==> src/rtl/product_accum_buffer.sv <==
`default_nettype none
// +---------------------------------------------------------------------------+
// | product_accum_buffer                                                       |
// | Per-lane saturating accumulator of product tiles with a one-deep           |
// | output buffer and a HOLD state for backpressure.                           |
// | Revision: 1.0                                                              |
// +---------------------------------------------------------------------------+
module product_accum_buffer #(
    parameter int DIM_C     = 4,
    parameter int DIM_A     = 4,
    parameter int IN_WIDTH  = 16,
    parameter int ACC_WIDTH = 32,
    parameter int CNT_WIDTH = 8
) (
    input  logic                               clk,
    input  logic                               rst_n,
    input  logic                               mode,
    input  logic [CNT_WIDTH-1:0]               acc_len,
    input  logic                               in_valid,
    output logic                               in_ready,
    input  logic [DIM_C*DIM_A*IN_WIDTH-1:0]    in_data,
    output logic                               out_valid,
    input  logic                               out_ready,
    output logic [DIM_C*DIM_A*ACC_WIDTH-1:0]   out_data,
    output logic [DIM_C*DIM_A-1:0]             out_sat
);

    localparam int LANES = DIM_C * DIM_A;
    localparam logic [ACC_WIDTH-1:0] ACC_MAX = {1'b0, {(ACC_WIDTH-1){1'b1}}};
    localparam logic [ACC_WIDTH-1:0] ACC_MIN = {1'b1, {(ACC_WIDTH-1){1'b0}}};

    typedef enum logic [1:0] {
        S_IDLE = 2'd0,
        S_ACC  = 2'd1,
        S_HOLD = 2'd2
    } state_t;

    state_t                     state;
    logic [CNT_WIDTH-1:0]       cnt;
    logic [CNT_WIDTH-1:0]       tile_len;
    logic [CNT_WIDTH-1:0]       first_len;
    logic [LANES*ACC_WIDTH-1:0] acc;
    logic [LANES*ACC_WIDTH-1:0] in_ext;
    logic [LANES*ACC_WIDTH-1:0] acc_sum;
    logic [LANES-1:0]           sat;
    logic [LANES-1:0]           clamp;
    logic                       buf_free;
    logic                       last_beat;

    generate
        for (genvar k = 0; k < LANES; k++) begin : g_lane
            logic signed [IN_WIDTH-1:0]  lane_in;
            logic signed [ACC_WIDTH-1:0] lane_ext;
            logic        [ACC_WIDTH:0]   wide;

            assign lane_in  = in_data[k*IN_WIDTH +: IN_WIDTH];
            assign lane_ext = ACC_WIDTH'(lane_in);
            // One guard bit: overflow shows up as disagreement of the top two bits.
            assign wide     = {acc[(k+1)*ACC_WIDTH-1], acc[k*ACC_WIDTH +: ACC_WIDTH]}
                            + {lane_ext[ACC_WIDTH-1], lane_ext};
            assign clamp[k] = wide[ACC_WIDTH] ^ wide[ACC_WIDTH-1];
            assign in_ext[k*ACC_WIDTH +: ACC_WIDTH]  = lane_ext;
            assign acc_sum[k*ACC_WIDTH +: ACC_WIDTH] = !clamp[k] ? wide[ACC_WIDTH-1:0]
                                                     : (wide[ACC_WIDTH] ? ACC_MIN : ACC_MAX);
        end
    endgenerate

    assign in_ready  = (state != S_HOLD);
    assign buf_free  = !out_valid || out_ready;
    assign first_len = (!mode || acc_len == '0) ? CNT_WIDTH'(1) : acc_len;
    assign last_beat = (cnt + 1'b1) == tile_len;

    always_ff @(posedge clk or negedge rst_n) begin
        if (!rst_n) begin
            state     <= S_IDLE;
            cnt       <= '0;
            tile_len  <= '0;
            acc       <= '0;
            sat       <= '0;
            out_data  <= '0;
            out_sat   <= '0;
            out_valid <= 1'b0;
        end else begin
            if (out_valid && out_ready) begin
                out_valid <= 1'b0;
            end
            unique case (state)
                S_IDLE: begin
                    if (in_valid) begin
                        tile_len <= first_len;
                        sat      <= '0;
                        if (first_len == CNT_WIDTH'(1)) begin
                            cnt <= '0;
                            if (buf_free) begin
                                out_data  <= in_ext;
                                out_sat   <= '0;
                                out_valid <= 1'b1;
                            end else begin
                                acc   <= in_ext;
                                state <= S_HOLD;
                            end
                        end else begin
                            acc   <= in_ext;
                            cnt   <= CNT_WIDTH'(1);
                            state <= S_ACC;
                        end
                    end
                end
                S_ACC: begin
                    if (in_valid) begin
                        if (last_beat) begin
                            cnt <= '0;
                            if (buf_free) begin
                                out_data  <= acc_sum;
                                out_sat   <= sat | clamp;
                                out_valid <= 1'b1;
                                state     <= S_IDLE;
                            end else begin
                                acc   <= acc_sum;
                                sat   <= sat | clamp;
                                state <= S_HOLD;
                            end
                        end else begin
                            acc <= acc_sum;
                            sat <= sat | clamp;
                            cnt <= cnt + 1'b1;
                        end
                    end
                end
                S_HOLD: begin
                    // Only reachable with out_valid set, so out_ready alone means a transfer.
                    if (out_ready) begin
                        out_data  <= acc;
                        out_sat   <= sat;
                        out_valid <= 1'b1;
                        state     <= S_IDLE;
                    end
                end
                default: state <= S_IDLE;
            endcase
        end
    end

endmodule
`default_nettype wire

==> config.mk <==
export PLATFORM = sky130hd
export DESIGN_NAME = product_accum_buffer
export DESIGN_NICKNAME = d
export VERILOG_FILES = /design/src/rtl/product_accum_buffer.sv
export SDC_FILE = /design/constraint.sdc
export NUM_CORES = 2
export LEC_CHECK = 0
export BUFFER_PORTS_ARGS = -buffer_cell sky130_fd_sc_hd__buf_2
export CAP_MARGIN = 20
export CORE_MARGIN = 8
export CORE_UTILIZATION = 50
export DETAILED_ROUTE_END_ITERATION = 10
export PLACE_DENSITY = 0.73
export REMOVE_ABC_BUFFERS = 1
export SYNTH_ARGS = -nofsm -noshare
export SYNTH_HDL_FRONTEND = slang
export SYNTH_SLANG_ARGS = --single-unit
==> constraint.sdc <==
create_clock -name clk -period 13.5 [get_ports clk]
set_input_delay 4.05 -clock clk [delete_from_list [all_inputs] [get_ports clk]]
set_output_delay 4.05 -clock clk [all_outputs]
set_load 0.05 [all_outputs]
==> flow_summary.toml <==
[outcome]
status = "completed"

[global_route]
grt_pass1_wl_mm = 469
grt_pass1_vias = 79216
antenna_found_initial = 44
grt.total_usage_pct = 33.5
grt_max_degree = 179
grt_overflow = 0

[timing]
setup_violations = 0
layout_min_cycle_time_ps = 9630
hold_viol = 0
slew_headroom_pct = 23.0
fin_tns_setup_ps = 0
final.period_utilization_pct = 71.3
fmaxAchievable_ghz = 0.104
clock-skew-final_ps = 32.3
slew_viol_final = 0
rsz0062_at_grt = "no"
worst_slew_pin_slew_ps = 1150

[floorplan]
dieArea_mm2 = 0.173
die_h_um = 415
io_pins = 799
core_mm2 = 0.158
initial_core_util_pct = 50.4
die_w_um = 415
rows = 146

[worst_setup_path]
worstSetupPathType = "input port to register"
cp.arrival_ps = 10280
rr_worst_depth = 18
end_kind = "register"
path_max_fanout = 27
crit_start = "in_data[38]"
crit_required_ps = 14150
reg2reg_from = "acc[70]"
cp-start-kind = "input port"

[cts]
cts_setup_buffers = 0
clk_path_buf_depth = 3
worstSkewPairLatency_ps = 810
cts_root_buffer = "clkbuf_16"
cts_tree = "yes"
clk_pin_slew_ps = 60
h-tree-depth = 4
clock_sinks = 1075
cts_resized = 0
ctsHoldBuffers = 0
cts_buffers = 132

[yosys]
yosysTopAreaCell = "dfrtp_1"
synthMuxAreaShare_pct = 0.726
synth_top_family_by_area = "compound AO/OA/AOI/OAI gates"
synth_compound_area_share_pct = 31.6
synth_xor_area_share_pct = 4.39
synth_fa_ha_area_share_pct = 8.98
synth_top_area_share_pct = 33.7
yosysUniqueCellTypes = 105
synth_simple_gate_area_share_pct = 16.2
yosysWarnings = 0
yosys_most_used_dff = "dfrtp_1"
ys_seq_area_share_pct = 33.7
synth_cells = 9694
synth_seq_cells = 1075
async_flop_share_pct = 100
synth_edf_count = 0
syn_area_per_cell_um2 = 8.23
syn_area_mm2 = 0.0798
synth.area.top_cells = "dfrtp_1 (34%), ha_1 (8.6%), a21oi_1 (7.1%)"

[min_path]
hp-class = "register to register"
hold_depth = 1
min_from = "out_data[258]"

[place]
gp_congestion = 0.980
dpl.hpwl_mm = 209
placed_area_mm2 = 0.0848
port_buffers = 798

[cells_and_area]
syn2layout_area_growth_pct = 12.2
final_area_mm2 = 0.0896
layout-drive-gt1-share_pct = 12.5
postLayoutCoreUtil_pct = 56.5
num-nets-final = 10919
num-fill-cells = 14461

[run]
maxCapViolations = 0

[drt]
drtPass1Iterations = 6
avgViaCountPerCell = 6.61
wire_per_inst_um = 24.8
dr.first_iter.drc_count = 7853
wl_mm = 305
routed-via-count = 81218
drt_drc_violations_left = 0
ant_nets = 0
==> flip-flops by register name, summed over array words and instances, names as in the netlist <==
signal,count
acc,512
sat,16
state,2
out_valid,1
out_sat,16
cnt,8
tile_len,8
out_data,512
==> layout by cell type (no fill, tap or decap), types with 98 or more instances in the layout <==
| cell type | netlist | final |
|---|---|---|
| o21ai_0 | 959 | 958 |
| a211oi_1 | 113 | 113 |
| nor2_1 | 883 | 878 |
| buf_2 | 113 | 797 |
| ha_1 | 547 | 544 |
| nor3_1 | 176 | 176 |
| a21o_1 | 394 | 394 |
| and3_1 | 142 | 142 |
| buf_4 | 25 | 98 |
| a31oi_1 | 147 | 147 |
| or3_1 | 124 | 124 |
| inv_1 | 197 | 195 |
| dfrtp_1 | 1075 | 1075 |
| clkbuf_16 | 0 | 132 |
| nand3_1 | 185 | 185 |
| xor2_1 | 153 | 153 |
| xnor2_1 | 247 | 247 |
| o21a_1 | 111 | 111 |
| a221oi_1 | 124 | 124 |
| a21oi_1 | 1131 | 1131 |
| nand2_1 | 855 | 851 |
==> area by class of cell <==
class / count / area (um2) / area share (%)
clock inverters: 53 / 898 / 1.00
diodes: 35 / 87.6 / 0.0978
well taps: 2072 / 2590 / 2.89
multi-input cells: 7770 / 49600 / 55.4
clock buffers: 183 / 3750 / 4.19
repair buffers: 907 / 4970 / 5.56
flip-flops and latches: 1075 / 26900 / 30.0
inverters: 201 / 767 / 0.856
==> cells by family (layout without fill, tap and decap cells) <==
group	count (synthesis)	in the layout
other cells	0	35
xor+xnor	400	400
mux	57	57
buf+inv	849	1344
compound gates	3945	3945
flops	1075	1075
simple gates	2805	2805
fa+ha+maj	563	563
==> synth_stat cells (41+ instances only) <==
cell type	instances
nand2b_1	72
nor3_1	176
nand2_1	855
buf_2	113
o221ai_1	92
o22ai_1	71
or2_2	42
a221oi_1	124
a21oi_1	1131
xor2_1	153
mux2i_1	52
o21a_1	111
inv_1	197
nand4_1	86
a22oi_1	41
a22o_1	74
dfrtp_1	1075
ha_1	547
a21o_1	394
nand3_1	185
clkbuf_1	474
nor2b_1	82
o21bai_1	57
a221o_1	70
a31oi_1	147
xnor2_1	247
and3_1	142
o211ai_1	95
a211oi_1	113
or3_1	124
o21ai_0	959
nor2_1	883
o31ai_1	79
==> layer usage <==
| metal | share of wire, % | track usage (%) | up-vias |
|---|---|---|---|
| met5 | 0.015 | 0 | - |
| met4 | 7.8 | 23.0 | 8 |
| met3 | 8.1 | 6.50 | 970 |
| met2 | 45 | 53.2 | 4001 |
| met1 | 39 | 41.2 | 39426 |
| li1 | - | - | 36813 |
==> path summary, 6_finish.rpt <==
path	end	slack, ps
worst max-delay path	out_data[72]	3870
worst min-delay path	out_data[258]	470
worst max register to register	out_data[72]	6860
worst min register to register	out_data[258]	470
max in group asynchronous	acc[138]	7630
min in group asynchronous	acc[286]	3330
==> metrics by stage <==
stage | cells | setup slack (ps) | hold WS [ps]
floorplan | 9046 | -10250 | 458
global placement | 12022 | 3320 | 455
detailed placement | 12023 | 3250 | 461
CTS | 12259 | 4060 | 474
global route | 12287 | 3400 | 485
finish | 12296 | 3870 | 470
==> worst max-delay path, stage by stage <==
cell and delay (ps):
buf_2 120, ha_1 350, a2111oi_0 410, o21ai_0 230, a221oi_1 530, a21oi_1 300, a41oi_2 470, o31ai_1 200
a221o_1 350, a21oi_1 260, xnor2_1 110, ha_1 1030, clkinv_1 640, nand2_1 630, nor2_1 160, a21oi_1 160
nand3_1 80, o21ai_0 120, o21ai_0 90
Power is not shown: default switching activity piles up to over one toggle a cycle in this logic, so the estimate is an artifact.
